<file path="config.mk">
export PLATFORM = sky130hd
export DESIGN_NAME = pwm_multi
export DESIGN_NICKNAME = d
export VERILOG_FILES = /design/src/rtl/pwm_multi_pkg.sv /design/src/rtl/pwm_timebase.sv /design/src/rtl/pwm_multi.sv
export SDC_FILE = /design/constraint.sdc
export NUM_CORES = 1
export LEC_CHECK = 0
export CORE_ASPECT_RATIO = 1.5
export CORE_MARGIN = 2
export CORE_UTILIZATION = 31
export DETAILED_ROUTE_END_ITERATION = 8
export PLACE_DENSITY = 0.44
export SLEW_MARGIN = 15
export SYNTH_ARGS = -nofsm -noshare
export SYNTH_HDL_FRONTEND = slang
export SYNTH_SLANG_ARGS = --single-unit
</file>
<file path="constraint.sdc">
create_clock -name clk -period 5.76 [get_ports clk]
set_clock_uncertainty 0.2 [all_clocks]
set_input_delay 0.864 -clock clk [delete_from_list [all_inputs] [get_ports clk]]
set_output_delay 0.864 -clock clk [all_outputs]
set_load 0.005 [all_outputs]
</file>
<file path="src/rtl/pwm_multi_pkg.sv">
// Shared encodings for the multi-channel PWM block.
// Mode and counter direction enums used by the top and timebase.
package pwm_multi_pkg;

    typedef enum logic {
        MODE_EDGE   = 1'b0,
        MODE_CENTER = 1'b1
    } mode_e;

    typedef enum logic {
        DIR_UP   = 1'b0,
        DIR_DOWN = 1'b1
    } dir_e;

endpackage

</file>
<file path="src/rtl/pwm_timebase.sv">
// Shared PWM timebase: prescaler, up or up/down counter, frame boundary.
// Counter state sits at ctr = 0, dir = up while enable is low.
module pwm_timebase
    import pwm_multi_pkg::*;
#(
    parameter int WIDTH   = 8,
    parameter int PRESC_W = 8
) (
    input  logic               clk,
    input  logic               rst_n,
    input  logic               enable,
    input  logic [WIDTH-1:0]   period,
    input  logic [PRESC_W-1:0] presc,
    input  mode_e              mode,
    output logic [WIDTH-1:0]   ctr,
    output logic               boundary
);

    localparam logic [WIDTH-1:0]   C_ONE = WIDTH'(1);
    localparam logic [PRESC_W-1:0] P_ONE = PRESC_W'(1);

    logic [PRESC_W-1:0] presc_cnt;
    logic [PRESC_W-1:0] cnt_d;
    logic [WIDTH-1:0]   ctr_d;
    dir_e               dir;
    dir_e               dir_d;
    logic               tick;
    logic               at_top;

    assign tick   = (presc_cnt == presc);
    assign at_top = (ctr == period);

    always_comb begin
        cnt_d    = presc_cnt + P_ONE;
        ctr_d    = ctr;
        dir_d    = dir;
        boundary = 1'b0;
        if (!enable) begin
            cnt_d = '0;
            ctr_d = '0;
            dir_d = DIR_UP;
        end else if (tick) begin
            cnt_d = '0;
            unique case (1'b1)
                (mode == MODE_EDGE): begin
                    dir_d = DIR_UP;
                    if (at_top) begin
                        ctr_d    = '0;
                        boundary = 1'b1;
                    end else begin
                        ctr_d = ctr + C_ONE;
                    end
                end
                (mode == MODE_CENTER && dir == DIR_UP): begin
                    if (!at_top) begin
                        ctr_d = ctr + C_ONE;
                    end else if (period <= C_ONE) begin
                        // too short to turn around: restart as a plain wrap
                        ctr_d    = '0;
                        boundary = 1'b1;
                    end else begin
                        ctr_d = period - C_ONE;
                        dir_d = DIR_DOWN;
                    end
                end
                (mode == MODE_CENTER && dir == DIR_DOWN): begin
                    if (ctr == C_ONE) begin
                        ctr_d    = '0;
                        dir_d    = DIR_UP;
                        boundary = 1'b1;
                    end else begin
                        ctr_d = ctr - C_ONE;
                    end
                end
                default: begin
                    ctr_d = '0;
                    dir_d = DIR_UP;
                end
            endcase
        end
    end

    always_ff @(posedge clk or negedge rst_n) begin
        if (!rst_n) begin
            presc_cnt <= '0;
            ctr       <= '0;
            dir       <= DIR_UP;
        end else begin
            presc_cnt <= cnt_d;
            ctr       <= ctr_d;
            dir       <= dir_d;
        end
    end

endmodule

</file>
<file path="src/rtl/pwm_multi.sv">
// Multi-channel PWM: staged/shadowed config, shared timebase, NCH comparators.
// Optional `PWM_POLARITY_EN adds per-channel output polarity (pol_in, pol_we).
module pwm_multi
    import pwm_multi_pkg::*;
#(
    parameter int WIDTH   = 8,
    parameter int NCH     = 4,
    parameter int CH_W    = 2,
    parameter int PRESC_W = 8
) (
    input  logic               clk,
    input  logic               rst_n,
    input  logic               enable,
    input  logic [WIDTH-1:0]   period_in,
    input  logic               period_we,
    input  logic [PRESC_W-1:0] presc_in,
    input  logic               presc_we,
    input  logic               mode_in,
    input  logic               mode_we,
    input  logic [WIDTH-1:0]   duty_in,
    input  logic [CH_W-1:0]    duty_sel,
    input  logic               duty_we,
    output logic [NCH-1:0]     pwm_out,
    output logic               frame_start
`ifdef PWM_POLARITY_EN
    ,
    input  logic [NCH-1:0]     pol_in,
    input  logic               pol_we
`endif
);

    logic [WIDTH-1:0]   period_st;
    logic [WIDTH-1:0]   period_sh;
    logic [PRESC_W-1:0] presc_st;
    logic [PRESC_W-1:0] presc_sh;
    mode_e              mode_st;
    mode_e              mode_sh;
    logic [WIDTH-1:0]   duty_st [NCH];
    logic [WIDTH-1:0]   duty_sh [NCH];
    logic [WIDTH-1:0]   ctr;
    logic               boundary;
    logic               load;
    logic [NCH-1:0]     pwm_d;

    // disabled: shadows follow staging so a fresh enable sees latest writes
    assign load = boundary | ~enable;

    always_ff @(posedge clk or negedge rst_n) begin
        if (!rst_n) begin
            period_st <= '1;
            presc_st  <= '0;
            mode_st   <= MODE_EDGE;
            for (int i = 0; i < NCH; i++) begin
                duty_st[i] <= '0;
            end
        end else begin
            if (period_we) begin
                period_st <= period_in;
            end
            if (presc_we) begin
                presc_st <= presc_in;
            end
            if (mode_we) begin
                mode_st <= mode_e'(mode_in);
            end
            for (int i = 0; i < NCH; i++) begin
                if (duty_we && duty_sel == CH_W'(i)) begin
                    duty_st[i] <= duty_in;
                end
            end
        end
    end

    always_ff @(posedge clk or negedge rst_n) begin
        if (!rst_n) begin
            period_sh <= '1;
            presc_sh  <= '0;
            mode_sh   <= MODE_EDGE;
            for (int i = 0; i < NCH; i++) begin
                duty_sh[i] <= '0;
            end
        end else if (load) begin
            period_sh <= period_st;
            presc_sh  <= presc_st;
            mode_sh   <= mode_st;
            for (int i = 0; i < NCH; i++) begin
                duty_sh[i] <= duty_st[i];
            end
        end
    end

`ifdef PWM_POLARITY_EN
    logic [NCH-1:0] pol_st;
    logic [NCH-1:0] pol_sh;

    always_ff @(posedge clk or negedge rst_n) begin
        if (!rst_n) begin
            pol_st <= '0;
            pol_sh <= '0;
        end else begin
            if (pol_we) begin
                pol_st <= pol_in;
            end
            if (load) begin
                pol_sh <= pol_st;
            end
        end
    end
`endif

    pwm_timebase #(
        .WIDTH   (WIDTH),
        .PRESC_W (PRESC_W)
    ) u_tb (
        .clk      (clk),
        .rst_n    (rst_n),
        .enable   (enable),
        .period   (period_sh),
        .presc    (presc_sh),
        .mode     (mode_sh),
        .ctr      (ctr),
        .boundary (boundary)
    );

    for (genvar g = 0; g < NCH; g++) begin : g_ch
        logic hit;
        assign hit = enable & (ctr < duty_sh[g]);
`ifdef PWM_POLARITY_EN
        assign pwm_d[g] = hit ^ pol_sh[g];
`else
        assign pwm_d[g] = hit;
`endif
    end

    always_ff @(posedge clk or negedge rst_n) begin
        if (!rst_n) begin
            pwm_out     <= '0;
            frame_start <= 1'b0;
        end else begin
            pwm_out     <= pwm_d;
            frame_start <= boundary;
        end
    end

endmodule

</file>
==> results.md <==
- Status: completed
- Max IR drop VDD: between 0.15 and 0.2 mV
- RSZ-0062 raised after global routing: no
- First-pass GRT wire length: between 20000 and 25000 um
- Final Power: around 2.6 mW
- Syn Nets: roughly 560
- Fraction of layout cells with a size suffix above 1: 0.260
- Port bufs: 38
- Most frequent cells in the layout: dfrtp_1 (104), mux2_2 (89), inv_1 (37), clkdlybuf4s50_1 (37), ha_1 (34)
- Post-Syn Instances: 495
- Initial antenna violation count: 0
- Core area: ~0.019 sq mm
- Grt total ovfl: 0
- Max-slew violation count: 0
- Clock tree sinks: 120
- Critical path class: reg -> reg
- Reg clk slew, reported paths: ~0.060 ns
- FMAX: ~260 MHz
- DRC: 0
- Clock buffer depth: 2
- Crit path arrival time: around 4.0 ns
- Design area: just over 0.007 sq mm
- Final hold violation count: 0
- Inserted Clock Buffers: 17
- CTS tree: done
- Post-route ant nets: 0
- Hold_buf cts: 0
- Resize count post-CTS: 0
- Vias/cell: between 4 and 5
- GRT Resource Usage Total: 0.140
- Die ar.: 0.0204 sq mm
- Iter 0 DRT Violations: 213
- Antenna cells: 0
- Worst Tran Pin Value: 1.01 ns
- Row cnt: 62
- Minimum clock period: roughly 3.9 ns
- Crit-path slowest cell: a21oi_4
- Standby leakage power: around 3.2 nW
- Max-Cap Viols: 0
- Flops & latches, synth: 120
- CP endpoint kind: register
- CP bufs+invs: 1
- Nets: a little over 600
- Hpwl dp: between 9000 and 10000 um
- Skew-Pair Late Insertion Delay: ~0.42 ns
- Layout Cells excl Fill: a little over 800
- Placed Cells: 778
- Startpoint type of the worst setup path: register
- CP max FO: 28
- Largest net degree at the start of global routing: 65
- Area growth syn-to-layout: 20.4%
- Sum Neg Setup Slack: 0 ns
- Rel. slew slack: 0.323
- Mapped Avg Cell Area: approximately 12 sq um
- CTS H-tree depth: 4
- Drt first pass iters: 4
- Final period utilization: 0.673
- Die X: between 100 and 150 um
- Placed inst area: approximately 0.0066 sq mm
- Final setup violation count: 0
- Top Ports: 39
- Multi-input gate area: between 0.002 and 0.003 sq mm
- Clk root buf: clkbuf_16
- Crit path max-delay family: simple AND/OR/NAND/NOR gates
- Pwr dens: approximately 360 mW/mm^2
- Synth Warn #: 0
- Worst path required time: 5.86 ns
- Vias: 3857
- Synth unique cells: between 40 and 50
- Setup repair bufs after CTS: 0
- CP Cell Sequence: xor2_1 -> or4_1 -> or3_1 -> and3_4 -> a21oi_4 -> buf_4 -> mux2_2
- Synth Cell Area: 0.00598 sq mm
- Routed wire per std cell: 16.4 um
- Commonest non-fill, non-tap cell in the layout: dfrtp_1
- Number of fill cells: 1883
- CP max stage delay: 0.76 ns
- Initial Utilization: 0.315
- Post-synthesis sequential area ratio: 0.505
- Gpl congestion: ~0.89
- Number of global-route vias before repair: between 4000 and 5000
- Overall routed net length: 13300 um
- Register Area: 0.00302 sq mm
- Hold crit path type: reg -> reg
- Die Y: ~170 um
-- report_power, final --
| group | switching, mW | leakage (nW) | internal, mW |
|---|---|---|---|
| sequential | 0.112 | 1.43 | 1.02 |
| combinational | 0.190 | 1.46 | 0.239 |
| clock | 0.402 | 0.268 | 0.637 |
| total | 0.704 | 3.16 | 1.89 |
-- state kept, by name, indices dropped and copies added (netlist names), 4 cells and up --
name / cells
duty_sh: 32
duty_st: 32
period_sh: 8
period_st: 8
presc_sh: 8
presc_st: 8
u_tb.ctr: 8
u_tb.presc_cnt: 8
pwm_out: 4
-- cells by family (layout without fill, tap and decap cells) --
group,after synthesis,after routing,synth area share
muxes,99,99,0.186
DFF,120,120,0.505
and+or+nand+nor,93,93,0.0780
xor gates and xnor gates,34,34,0.0498
buffers and inverters,52,111,0.0383
AOI/OAI and AO/OA,63,63,0.0711
adders and majority gates,34,34,0.0711
-- cell type report --
class | instances | area share
Timing Repair Buffer | 42 | 0.0566
Clock buffer | 18 | 0.0596
Sequential cell | 120 | 0.420
Tap cell | 256 | 0.0445
Inverter | 37 | 0.0193
Multi-Input combinational cell | 323 | 0.379
Clock inverter | 14 | 0.0210
-- synthesized netlist by cell type (all sizes together) --
master | n | share of area
dfstp | 16 | 0.070
nand3b | 2 | 0.0025
o2bb2ai | 1 | 0.0015
dfrtp | 104 | 0.44
a221oi | 2 | 0.0029
a21oi | 4 | 0.0052
o21ai | 23 | 0.019
nand4 | 3 | 0.0031
nand2b | 4 | 0.0042
nor3b | 3 | 0.0038
and2 | 1 | 0.0010
o21a | 1 | 0.0013
or2 | 1 | 0.0010
o211a | 1 | 0.0017
inv | 37 | 0.023
nand2 | 16 | 0.010
xnor2 | 15 | 0.022
a31oi | 6 | 0.0063
o221ai | 1 | 0.0015
nand3 | 12 | 0.010
nor2 | 29 | 0.018
a311oi | 1 | 0.0015
xor2 | 19 | 0.028
o31a | 1 | 0.0015
o32ai | 1 | 0.0015
buf | 8 | 0.011
nor3 | 5 | 0.0042
a211oi | 7 | 0.0088
o211ai | 2 | 0.0025
or3 | 1 | 0.0010
o311ai | 3 | 0.0044
or4 | 6 | 0.0075
and3 | 4 | 0.0050
nor4 | 6 | 0.0063
clkbuf | 7 | 0.0044
a41oi | 1 | 0.0015
mux2 | 99 | 0.19
a21o | 8 | 0.010
ha | 34 | 0.071
-- worst register-to-register path, delay by kind of cell (launching register included) --
family,cells,cell delay (ns)
compound gates,1,0.76
xor+xnor,1,0.26
buf+inv,1,0.47
flops,1,0.57
mux,1,0.39
simple gates,3,1.12
-- through the flow --
step / setup WS [ns] / util / hold slack (ns)
2_1_floorplan: 2.88 / - / 0.260
3_3_place_gp: 1.92 / 0.348 / 0.275
4_1_cts: 1.84 / 0.379 / 0.298
5_1_grt: 1.69 / 0.379 / 0.312
3_5_place_dp: 1.82 / 0.348 / 0.278
6_report: 1.88 / 0.379 / 0.295
-- final timing paths --
check	endpoint	depth (start not counted)	startpoint	slack (ns)
setup / recovery	duty_sh[2]	7	u_tb.ctr[2]	1.88
hold / removal	presc_sh[5]	1	presc_st[5]	0.29
setup reg to reg	duty_sh[2]	7	u_tb.ctr[2]	1.88
hold reg to reg	presc_sh[5]	1	presc_st[5]	0.29
max in group asynchronous	frame_start	2	rst_n	3.75
min in group asynchronous	duty_st[17]	1	rst_n	0.33
-- per-layer routing --
metal / global-route usage / vias up / wire length (um)
met5: 0 / - / 0
met1: 0.159 / 1911 / 5640
met4: 0.0718 / 0 / 336
li1: - / 1847 / -
met3: 0.0285 / 24 / 329
met2: 0.248 / 75 / 6960
No activity file was read; power rests on OpenSTA's default activity.
